$ cat config.mk
export PLATFORM = sky130hd
export DESIGN_NAME = fejkon_pcie_data
export DESIGN_NICKNAME = d
export VERILOG_FILES = /design/src/rtl/fejkon_pcie_data.sv
export SDC_FILE = /design/constraint.sdc
export NUM_CORES = 1
export LEC_CHECK = 0
export BUFFER_PORTS_ARGS = -buffer_cell sky130_fd_sc_hd__buf_4
export CAP_MARGIN = 25
export CORE_AREA = 10 10 342 344
export DETAILED_ROUTE_END_ITERATION = 7
export DIE_AREA = 0 0 352 354
export PLACE_DENSITY = 0.3
export REMOVE_ABC_BUFFERS = 1
export SETUP_SLACK_MARGIN = 0.3
export SLEW_MARGIN = 20
export SYNTH_ARGS = -nofsm -noshare
export SYNTH_HDL_FRONTEND = slang
export SYNTH_SLANG_ARGS = --single-unit
$ cat constraint.sdc
create_clock -name clk -period 4 [get_ports clk]
set_input_delay 0.4 -clock clk [delete_from_list [all_inputs] [get_ports clk]]
set_output_delay 0.4 -clock clk [all_outputs]
set_load 0.05 [all_outputs]
$ cat src/rtl/fejkon_pcie_data.sv
// fejkon_pcie_data
//   Minimal PCIe TLP endpoint. It turns single-dword memory TLPs that hit
//   BAR0 into Avalon-MM accesses on the register bus. Reads are answered
//   with a single-beat CplD on the TX stream. Unsupported TLPs are dropped
//   without a completion. The host-bound data sink is always ready and
//   discards what it receives, because the DMA path is not built yet.
//   Only one request is in flight at a time. RX is back-pressured while an
//   access or a completion is pending.
//
// Ports
//   clk, reset            : single rising-edge clock, async active-high reset
//   rx_st_*               : RX TLP stream from the hard IP (256-bit beats)
//   tx_st_*               : TX TLP stream to the hard IP (zero ready latency)
//   bar0_mm_*             : Avalon-MM master towards the BAR0 register file
//   data_tx_*             : host-bound data sink (accepted and discarded)
module fejkon_pcie_data (
  input  logic         clk,
  input  logic         reset,

  input  logic [255:0] rx_st_data,
  input  logic [1:0]   rx_st_empty,
  input  logic         rx_st_error,
  input  logic         rx_st_startofpacket,
  input  logic         rx_st_endofpacket,
  input  logic         rx_st_valid,
  input  logic [7:0]   rx_st_bar,
  output logic         rx_st_ready,
  output logic         rx_st_mask,

  output logic [255:0] tx_st_data,
  output logic         tx_st_startofpacket,
  output logic         tx_st_endofpacket,
  output logic         tx_st_error,
  output logic [1:0]   tx_st_empty,
  output logic         tx_st_valid,
  input  logic         tx_st_ready,

  output logic [31:0]  bar0_mm_address,
  output logic         bar0_mm_read,
  output logic         bar0_mm_write,
  output logic [31:0]  bar0_mm_writedata,
  input  logic [31:0]  bar0_mm_readdata,
  input  logic         bar0_mm_readdatavalid,
  input  logic         bar0_mm_waitrequest,

  input  logic [255:0] data_tx_data,
  input  logic         data_tx_valid,
  input  logic [1:0]   data_tx_channel,
  input  logic         data_tx_startofpacket,
  input  logic         data_tx_endofpacket,
  input  logic [4:0]   data_tx_empty,
  output logic         data_tx_ready
);

  typedef enum logic [2:0] {
    IDLE,
    DRAIN,
    MM_WRITE,
    MM_READ,
    WAIT_DATA,
    SEND_CPL
  } state_t;

  state_t state_reg;
  state_t state_next;

  // Goes high on the first edge after reset release. It keeps both ready
  // outputs low while reset is asserted and on the cycle it is released.
  logic live_reg;

  // Latched request context
  logic [9:0]  mm_index_reg;   // A[11:2]
  logic [31:0] wdata_reg;
  logic [15:0] req_id_reg;
  logic [7:0]  tag_reg;
  logic [2:0]  tc_reg;
  logic [1:0]  attr_reg;
  logic [6:0]  lo_addr_reg;    // A[6:0]
  logic [31:0] rdata_reg;

  // RX beat split into dword lanes
  logic [31:0] rx_dw [0:7];
  logic [31:0] tx_dw [0:7];

  genvar gi;
  generate
    for (gi = 0; gi < 8; gi++) begin : g_lanes
      assign rx_dw[gi] = rx_st_data[32*gi +: 32];
      assign tx_st_data[32*gi +: 32] = tx_dw[gi];
    end
  endgenerate

  logic [31:0] hdr_dw0;
  logic [31:0] hdr_dw1;
  logic [31:0] hdr_addr;
  assign hdr_dw0  = rx_dw[0];
  assign hdr_dw1  = rx_dw[1];
  assign hdr_addr = rx_dw[2];

  logic rx_fire;
  logic is_mrd;
  logic is_mwr;
  logic supported;

  assign rx_fire   = rx_st_valid & rx_st_ready;
  assign is_mrd    = (hdr_dw0[31:24] == 8'h00);
  assign is_mwr    = (hdr_dw0[31:24] == 8'h40) && (hdr_dw1[3:0] == 4'hF);
  assign supported = rx_st_startofpacket && rx_st_bar[0] && !rx_st_error &&
                     (hdr_dw0[9:0] == 10'd1) && (is_mrd || is_mwr);

  // State register and request context
  always_ff @(posedge clk or posedge reset) begin
    if (reset) begin
      state_reg    <= IDLE;
      live_reg     <= 1'b0;
      mm_index_reg <= '0;
      wdata_reg    <= '0;
      req_id_reg   <= '0;
      tag_reg      <= '0;
      tc_reg       <= '0;
      attr_reg     <= '0;
      lo_addr_reg  <= '0;
      rdata_reg    <= '0;
    end else begin
      state_reg <= state_next;
      live_reg  <= 1'b1;
      if (state_reg == IDLE && rx_fire && supported) begin
        mm_index_reg <= hdr_addr[11:2];
        // A qword-aligned address places the payload after a pad dword.
        wdata_reg    <= hdr_addr[2] ? rx_dw[3] : rx_dw[4];
        req_id_reg   <= hdr_dw1[31:16];
        tag_reg      <= hdr_dw1[15:8];
        tc_reg       <= hdr_dw0[22:20];
        attr_reg     <= hdr_dw0[13:12];
        lo_addr_reg  <= hdr_addr[6:0];
      end
      if (state_reg == WAIT_DATA && bar0_mm_readdatavalid) begin
        rdata_reg <= bar0_mm_readdata;
      end
    end
  end

  // Next-state logic
  always_comb begin
    state_next = state_reg;
    case (state_reg)
      IDLE: begin
        if (rx_fire && rx_st_startofpacket) begin
          if (supported) begin
            state_next = is_mwr ? MM_WRITE : MM_READ;
          end else if (!rx_st_endofpacket) begin
            state_next = DRAIN;
          end
        end
      end
      DRAIN: begin
        if (rx_fire && rx_st_endofpacket) state_next = IDLE;
      end
      MM_WRITE: begin
        if (!bar0_mm_waitrequest) state_next = IDLE;
      end
      MM_READ: begin
        if (!bar0_mm_waitrequest) state_next = WAIT_DATA;
      end
      WAIT_DATA: begin
        if (bar0_mm_readdatavalid) state_next = SEND_CPL;
      end
      SEND_CPL: begin
        if (tx_st_ready) state_next = IDLE;
      end
      default: state_next = IDLE;
    endcase
  end

  // Completion builder. The empty count is in unused qwords. With data at
  // DW3 the beat ends at DW3 (two spare qwords). With data at DW4 one pad
  // dword is used first, so only one qword is spare.
  logic [31:0] cpl_dw0;
  logic [31:0] cpl_dw1;
  logic [31:0] cpl_dw2;
  assign cpl_dw0 = {8'h4A, 1'b0, tc_reg, 4'b0, 2'b0, attr_reg, 2'b0, 10'd1};
  assign cpl_dw1 = {16'h0000, 3'b000, 1'b0, 12'd4};
  assign cpl_dw2 = {req_id_reg, tag_reg, 1'b0, lo_addr_reg};

  logic in_cpl;
  assign in_cpl = (state_reg == SEND_CPL);

  always_comb begin
    for (int i = 0; i < 8; i++) tx_dw[i] = '0;
    tx_st_empty = 2'd0;
    if (in_cpl) begin
      tx_dw[0] = cpl_dw0;
      tx_dw[1] = cpl_dw1;
      tx_dw[2] = cpl_dw2;
      if (lo_addr_reg[2]) begin
        tx_dw[3]    = rdata_reg;
        tx_st_empty = 2'd2;
      end else begin
        tx_dw[4]    = rdata_reg;
        tx_st_empty = 2'd1;
      end
    end
  end

  assign tx_st_valid         = in_cpl;
  assign tx_st_startofpacket = in_cpl;
  assign tx_st_endofpacket   = in_cpl;
  assign tx_st_error         = 1'b0;

  // Register bus
  logic mm_active;
  assign mm_active         = (state_reg == MM_WRITE) || (state_reg == MM_READ);
  assign bar0_mm_write     = (state_reg == MM_WRITE);
  assign bar0_mm_read      = (state_reg == MM_READ);
  assign bar0_mm_address   = mm_active ? {20'b0, mm_index_reg, 2'b00} : 32'd0;
  assign bar0_mm_writedata = bar0_mm_write ? wdata_reg : 32'd0;

  // RX flow control and data sink
  assign rx_st_ready   = live_reg && ((state_reg == IDLE) || (state_reg == DRAIN));
  assign rx_st_mask    = 1'b0;
  assign data_tx_ready = live_reg;

  // Inputs that are intentionally ignored
  logic unused_inputs;
  assign unused_inputs = ^{rx_st_empty, rx_st_bar[7:1], rx_dw[5], rx_dw[6], rx_dw[7],
                           data_tx_data, data_tx_valid, data_tx_channel,
                           data_tx_startofpacket, data_tx_endofpacket, data_tx_empty};

endmodule

; ---- Word-level counts from Yosys, hierarchy flattened
; Cells that the tools add are included.
[classes]
n_bitwise = 1
reduce_logical = 18
n_eq_ne = 15
n_mux = 18
[ops]
columns = cell, count
row1 = $mux W159, 1
row2 = $mux W32, 4
row3 = $mux W3, 8
row4 = $pmux W3 S6, 1
row5 = $mux W12, 1
row6 = $logic_and A1 B1 Y1, 11
row7 = $eq A10 B1 Y1 const B, 1
row8 = $eq A8 B7 Y1 const B, 1
row9 = $logic_not A8 Y1, 1
row10 = $ne A2 B2 Y1 const B, 4
row11 = $reduce_and A7 Y1, 1
row12 = $eq A3 B2 Y1 const B, 2
row13 = $eq A3 B3 Y1 const B, 2
row14 = $eq A4 B4 Y1 const B, 1
row15 = $mux W2, 2
row16 = $ne A2 B1 Y1 const B, 2
row17 = $eq A3 B1 Y1 const B, 1
row18 = $logic_not A3 Y1, 1
row19 = $logic_or A1 B1 Y1, 3
row20 = $ne A3 B3 Y1 const B, 1
row21 = $and A1 B1 Y1, 1
row22 = $logic_not A1 Y1, 1
row23 = $mux W1, 1
[word_totals]
in_bits = 573
elab_cells = 62
register_bits = 114

; ---- Longest topological paths before layout
; Gate-level depths: netlist of run 1.
[depth]
word_depth = 7
mapped_depth = 6
ltp_nobuf = 4

; ---- Worst setup path before layout of run 1
; Ideal clock, no wire load.
[synth_timing]
path_kind = register to output
from = reg state_reg[0]
to = out tx_st_data[119]
path_buffers = 2
arrival_time_ps = 2249
path_stages_with_launch = 6
path_slack_ps = 1351
path_cell_list = dfrtp_1 -> buf_2 -> inv_1 -> nor3_1 -> clkbuf_1 -> and3_1
[synth_between]
elab_chain_cells = 2
[synth_lines]
columns = item, line_no
row1 = from (decl), 64  ; state_t state_reg;
row2 = from (signal assigned), 125  ; state_reg <= state_next;
row3 = $eq A3 B3 Y1, 186  ; assign in_cpl = (state_reg == SEND_CPL);
row4 = named net tx_st_endofpacket, 32  ; output logic tx_st_endofpacket,
row5 = $mux W159, 191  ; if (in_cpl) begin
row6 = to (decl), 30  ; output logic [255:0] tx_st_data,
; The timed path passes the listed nets, and every way through them passes these cells.

==> out/qor.yml, run 1 <==
global_route:
  antenna_found_initial: 20
  grt_pass1_vias: 6593
  grt_pass1_wl_um: 49700
  gr-total-overflow: 0
  grt_use_total_pct: 5.58
  grt_max_degree: 69
synthesis:
  synthXorXnorAreaFrac_pct: 0
  synth.area.mux_share_pct: 25.1
  synthArstFlopShare_pct: 100
  netlist_area_um2: 7290
  netlist_instances: 656
  ys.flop_type: "dfrtp_1"
  synth_top_cell_area_share_pct: 37.4
  ys_ff_latch: 109
  synth_edf_count: 0
  synth_seq_area_share_pct: 37.4
  yosysUniqueCellTypes: 31
  ys_top_cells_by_count: "buf_4 (183), dfrtp_1 (109), and3_1 (100), mux2_4 (70), mux2_2 (69)"
  yosysWarnings: 0
  syn_area_per_cell_um2: 11.1
  synth_top_family_by_area: "multiplexers"
  synth_compound_area_share_pct: 0.772
  synthAdderAreaFrac_pct: 0
  yosysTopAreaCell: "dfrtp_1"
  synth_area_leaders: "dfrtp_1 (37%), buf_4 (19%), mux2_4 (14%), mux2_2 (11%), and3_1 (8.6%)"
  synth-simple-area-share_pct: 14.8
  yosysMostFrequentCell: "buf_4"
finish:
  n_fill_cell: 12600
  nets: 1527
  area_growth_syn_to_layout_pct: 52.9
  drive_gt1_share_pct: 52.2
  stdcell_count: 2450
  finish.instance_area_um2: 11200
status:
  status: "complete, no violations"
timing:
  finalWorstPathRequiredPeriod_ps: 2740
  fmax_mhz: 365
  rsz0062_at_grt: "false"
  finalSetupViolCount: 0
  fin_skew_ps: 30.0
  tightest_slew_ps: 983
  drv_slew: 0
  finalHoldViolCount: 0
  max_slew_margin_pct: 34.5
  finalCritPeriodShare_pct: 68.4
floorplan:
  dieArea_um2: 125000
  io-pin-count: 904
  die_y_um: 354
  start_util_pct: 6.63
  num_rows: 122
  dieWidth_um: 352
  coreArea_um2: 110000
clocking:
  cts_tree: "yes"
  cts.sinks: 109
  clockBufferDepth: 2
  cts_hold_buf: 0
  cts_resized: 0
  clk_latency_ps: 420
  htree_levels: 3
  cts_made_buffers: 9
  postCtsSetupBuffers: 0
  clk_pin_slew_ps: 100
  ctsRootBufferMaster: "clkbuf_16"
placement:
  place_hpwl_um: 28800
  placed_area_um2: 10800
  routabilityCongestion: 0.719
  dp_cells: 2431
  numPortBuffers: 324
worst_setup_path:
  slowest_stage: "dfrtp_2"
  required_ps: 3600
  ff2ff_path_depth: 5
  cp_max_fo: 36
  crit_family: "flip-flops"
  end_kind: "output pin"
  path_depth: 4
  worst-setup-path-type: "reg2out"
  path_buf_inv: 2
  start_kind: "flop"
  max_stage_delay_ps: 770
  cp_common_cell: "buf_4"
  cp_cell_sequence: "nor4_2, buf_4, and2_1, buf_4"
  worstPathArrival_ps: 2340
power:
  sw_frac_of_total_pct: 40.3
  irDropWorstVdd_v: 0.000184
  p_sw_w: 0.00117
  p_comb_share_pct: 24.6
  p_per_area_nw_per_um2: 260
  pwr-share-seq_pct: 38.3
  leakage_nw: 5.54
  clockPowerShare_pct: 37.1
  p_int_w: 0.00173
detailed_routing:
  ant_nets: 0
  wl_um: 36100
  via_per_inst: 2.27
  first_iter_violations: 184
  drc: 0
  vias: 5556
  drtPass1Iterations: 4
  wl_per_cell_um: 14.7
run:
  drv_cap: 0
min_path:
  hp-class: "in2async"
-- cells by family (layout without fill, tap and decap cells) --
family	Yosys count	count (layout)
AOI/OAI and AO/OA	7	7
buffers and inverters	227	356
DFF	109	109
muxes	139	139
other	2	179
and+or+nand+nor	172	172
-- power groups by stage --
stage,Combinational [W],Sequential [W],Clock (W)
floorplan,0.000442,0.00115,0
global placement,0.000715,0.00113,0
detailed placement,0.000712,0.00113,0
CTS,0.000716,0.00111,0.00119
global route,0.000756,0.00111,0.00119
finish,0.000712,0.00111,0.00107
-- path summary, 6_finish.rpt --
kind	slack [ps]	start	endpoint
hold / removal	100	reset	wdata_reg[15]
setup reg to reg	1720	state_reg[1]	attr_reg[0]
max in group asynchronous	3100	reset	attr_reg[0]
hold reg to reg	510	tc_reg[2]	tc_reg[2]
setup / recovery	1260	mm_index_reg[0]	tx_st_data[146]
min in group clk	190	rx_st_data[47]	tag_reg[7]
-- placed cells by master (no fill, tap or decap), drive strengths merged, types with 5 or more instances in the layout --
master	Yosys	final
clkbuf	31	9
nand2	7	7
conb	2	176
inv	4	8
dfrtp	109	109
buf	192	336
nor4	5	5
and3	100	100
and2	44	44
mux2	139	139
-- worst register-to-register path: cells and delay by family, from the launching register on --
kind | cells | cell delay (ps)
buffers and inverters | 1 | 330
AND/OR/NAND/NOR | 3 | 910
multiplexers | 1 | 400
flip-flops | 1 | 520
-- through the flow --
step | power, W | setup WS (ps) | util, % | hold WS (ps) | setup TNS [ps]
detailed placement | 0.00184 | 1240 | 9.83 | 485 | 0
global route | 0.00306 | 1010 | 10.1 | 123 | 0
CTS | 0.00301 | 1080 | 10.1 | 90.2 | 0
finish | 0.00289 | 1260 | 10.1 | 95.2 | 0
floorplan | 0.00159 | -7920 | - | 472 | -444980
global placement | 0.00185 | 1250 | 9.83 | 487 | 0
-- area by class of cell --
class	instances	area, um^2	area share [%]
antenna	3	7.51	0.0673
sequential	109	2730	24.5
clock buffer	9	225	2.02
timing repair buffer	336	2560	23.0
tap	1488	1860	16.7
multi-input combinational	494	3650	32.7
clock inverter	7	101	0.909
inverter	4	20.0	0.180
-- metal layers --
| metal | share of wire [%] | global-route usage (%) | up-vias |
|---|---|---|---|
| met2 | 35 | 7.09 | 483 |
| met3 | 21 | 5.48 | 27 |
| met4 | 0.98 | 1.24 | 12 |
| met1 | 43 | 6.47 | 2568 |
| li1 | - | - | 2466 |
| met5 | 0.21 | 0 | - |
No activity file was read; power rests on OpenSTA's default activity.
==> inputs of run 2 (changes only) <==
- CORE_AREA: 10 10 342 344 -> 10 10 348 350
- DIE_AREA: 0 0 352 354 -> 0 0 358 360
- clock period: 4 -> 2.3 ns (I/O delays scaled with it)
==> out/qor.yml, run 2 (synthesis results as in run 1) <==
global_route:
  grt_pass1_vias: 6793
  globalRouteMet2Util_pct: 7.80
  gr-usage-met1_pct: 8.50
  grt_max_degree: 46
  grt_use_total_pct: 6.15
  grt_pass1_wl_um: 55100
  antenna_found_initial: 8
  grt.busiest_layer: "met1"
  gr-usage-met3_pct: 3.55
  gr-total-overflow: 0
run:
  drv_cap: 0
finish:
  nets: 1634
  drive_gt1_share_pct: 69.4
  stdcell_count: 2581
  n_fill_cell: 12900
  final_util_pct: 13.2
  layout_commonest_cell: "buf_4"
  area_growth_syn_to_layout_pct: 107
  layout_common_cells: "buf_4 (184), conb_1 (176), buf_8 (128)"
worst_setup_path:
  end_kind: "output pin"
  start_kind: "flop"
  cp_cell_sequence: "nor4_4, clkbuf_16, buf_12, and2_4, buf_8"
  cp_max_fo: 6
  required_ps: 2070
  worstPathArrival_ps: 2020
  slowest_stage: "dfrtp_4"
  worst-setup-path-type: "reg2out"
  max_stage_delay_ps: 540
timing:
  finalCritPeriodShare_pct: 98.0
  finalHoldViolCount: 0
  drv_slew: 0
  finalSetupViolCount: 0
  fin_skew_ps: 20.3
  rsz0062_at_grt: "true"
  hold_ws_ps: 46.7
  setup-tns-final_ps: 0
  finalWorstPathRequiredPeriod_ps: 2250
  fmax_mhz: 444
  setup_ws_ps: 46.1
status:
  status: "complete, no violations"
power:
  irDropWorstVdd_v: 0.000317
  leakage_nw: 6.54
  p_comb_share_pct: 27.2
  p_per_area_nw_per_um2: 344
  p_int_w: 0.00319
  pwr-share-seq_pct: 37.3
  sw_frac_of_total_pct: 38.6
  clockPowerShare_pct: 35.5
  p_sw_w: 0.00200
placement:
  dp_slack_ps: 16.3
  routabilityCongestion: 0.719
  place_hpwl_um: 28900
  dp_cells: 2479
  numPortBuffers: 324
floorplan:
  die_y_um: 360
  io-pin-count: 904
  num_rows: 124
  start_util_pct: 6.40
  dieArea_um2: 129000
  coreArea_um2: 114000
  dieWidth_um: 358
detailed_routing:
  vias: 6061
  drtPass1Iterations: 4
  ant_nets: 0
  wl_per_cell_um: 16.5
  wl_um: 42700
  via_per_inst: 2.35
  drc: 0
  first_iter_violations: 135
clocking:
  cts_made_buffers: 9
  clk_pin_slew_ps: 90
  clk_latency_ps: 410
  htree_levels: 3
  ctsRootBufferMaster: "clkbuf_16"
  cts.sinks: 109
  clockBufferDepth: 2
  cts_tree: "yes"
min_path:
  hp-class: "in2reg"
[run 2: metal layers]
layer	vias to the layer above	wire, um
li1	2697	-
met1	2873	20100
met2	463	15400
met3	26	6380
met4	2	708
met5	-	13
[run 2: final timing paths]
check | start | slack (ps) | cells past startpoint | end
setup / recovery | mm_index_reg[0] | 50 | 5 | tx_st_data[130]
hold / removal | rx_st_data[22] | 50 | 2 | tc_reg[2]
setup reg to reg | state_reg[0] | 110 | 8 | wdata_reg[6]
hold reg to reg | wdata_reg[16] | 520 | 1 | wdata_reg[16]
max in group asynchronous | reset | 1290 | 4 | mm_index_reg[0]
min in group asynchronous | reset | 380 | 3 | wdata_reg[9]
[run 2: critical path, delay by kind of cell, from the launching register on]
kind                   cells  cell delay (ps)
buffers and inverters      3              520
flip-flops                 1              540
AND/OR/NAND/NOR            2              530
[run 2: through the flow]
stage	total power, W	cell area [um^2]
after CTS	0.00525	13900
after detailed placement	0.00323	11100
final	0.00519	15100
after floorplan	0.00277	6370
after global routing	0.00543	15100
after global placement	0.00324	11100
[run 2: area by class of cell]
cell class	instances	area [um^2]	area share [%]
timing repair buffer	443	5810	38.5
multi-input combinational	494	4290	28.4
sequential	109	2730	18.1
tap	1512	1890	12.5
clock buffer	10	239	1.58
clock inverter	6	83.8	0.556
inverter	4	27.5	0.182
antenna	3	7.51	0.0498
[run 2: timing repair]
item                                    CTS  global route
buffers inserted                         34            12
resized for setup                       362           230
pin swaps                                36            22
hold buffers                             13             0
endpoints found under the setup margin  225           227
cloned                                   19             5
endpoints found under the hold margin    45             0
[run 2: power by group through the flow]
stage                     sequential (W)  clock [W]  combinational [W]
final                            0.00193    0.00185            0.00141
after CTS                        0.00193    0.00196            0.00135
after floorplan                  0.00200          0           0.000769
after global routing             0.00194    0.00202            0.00148
after detailed placement         0.00197          0            0.00126
after global placement           0.00197          0            0.00127
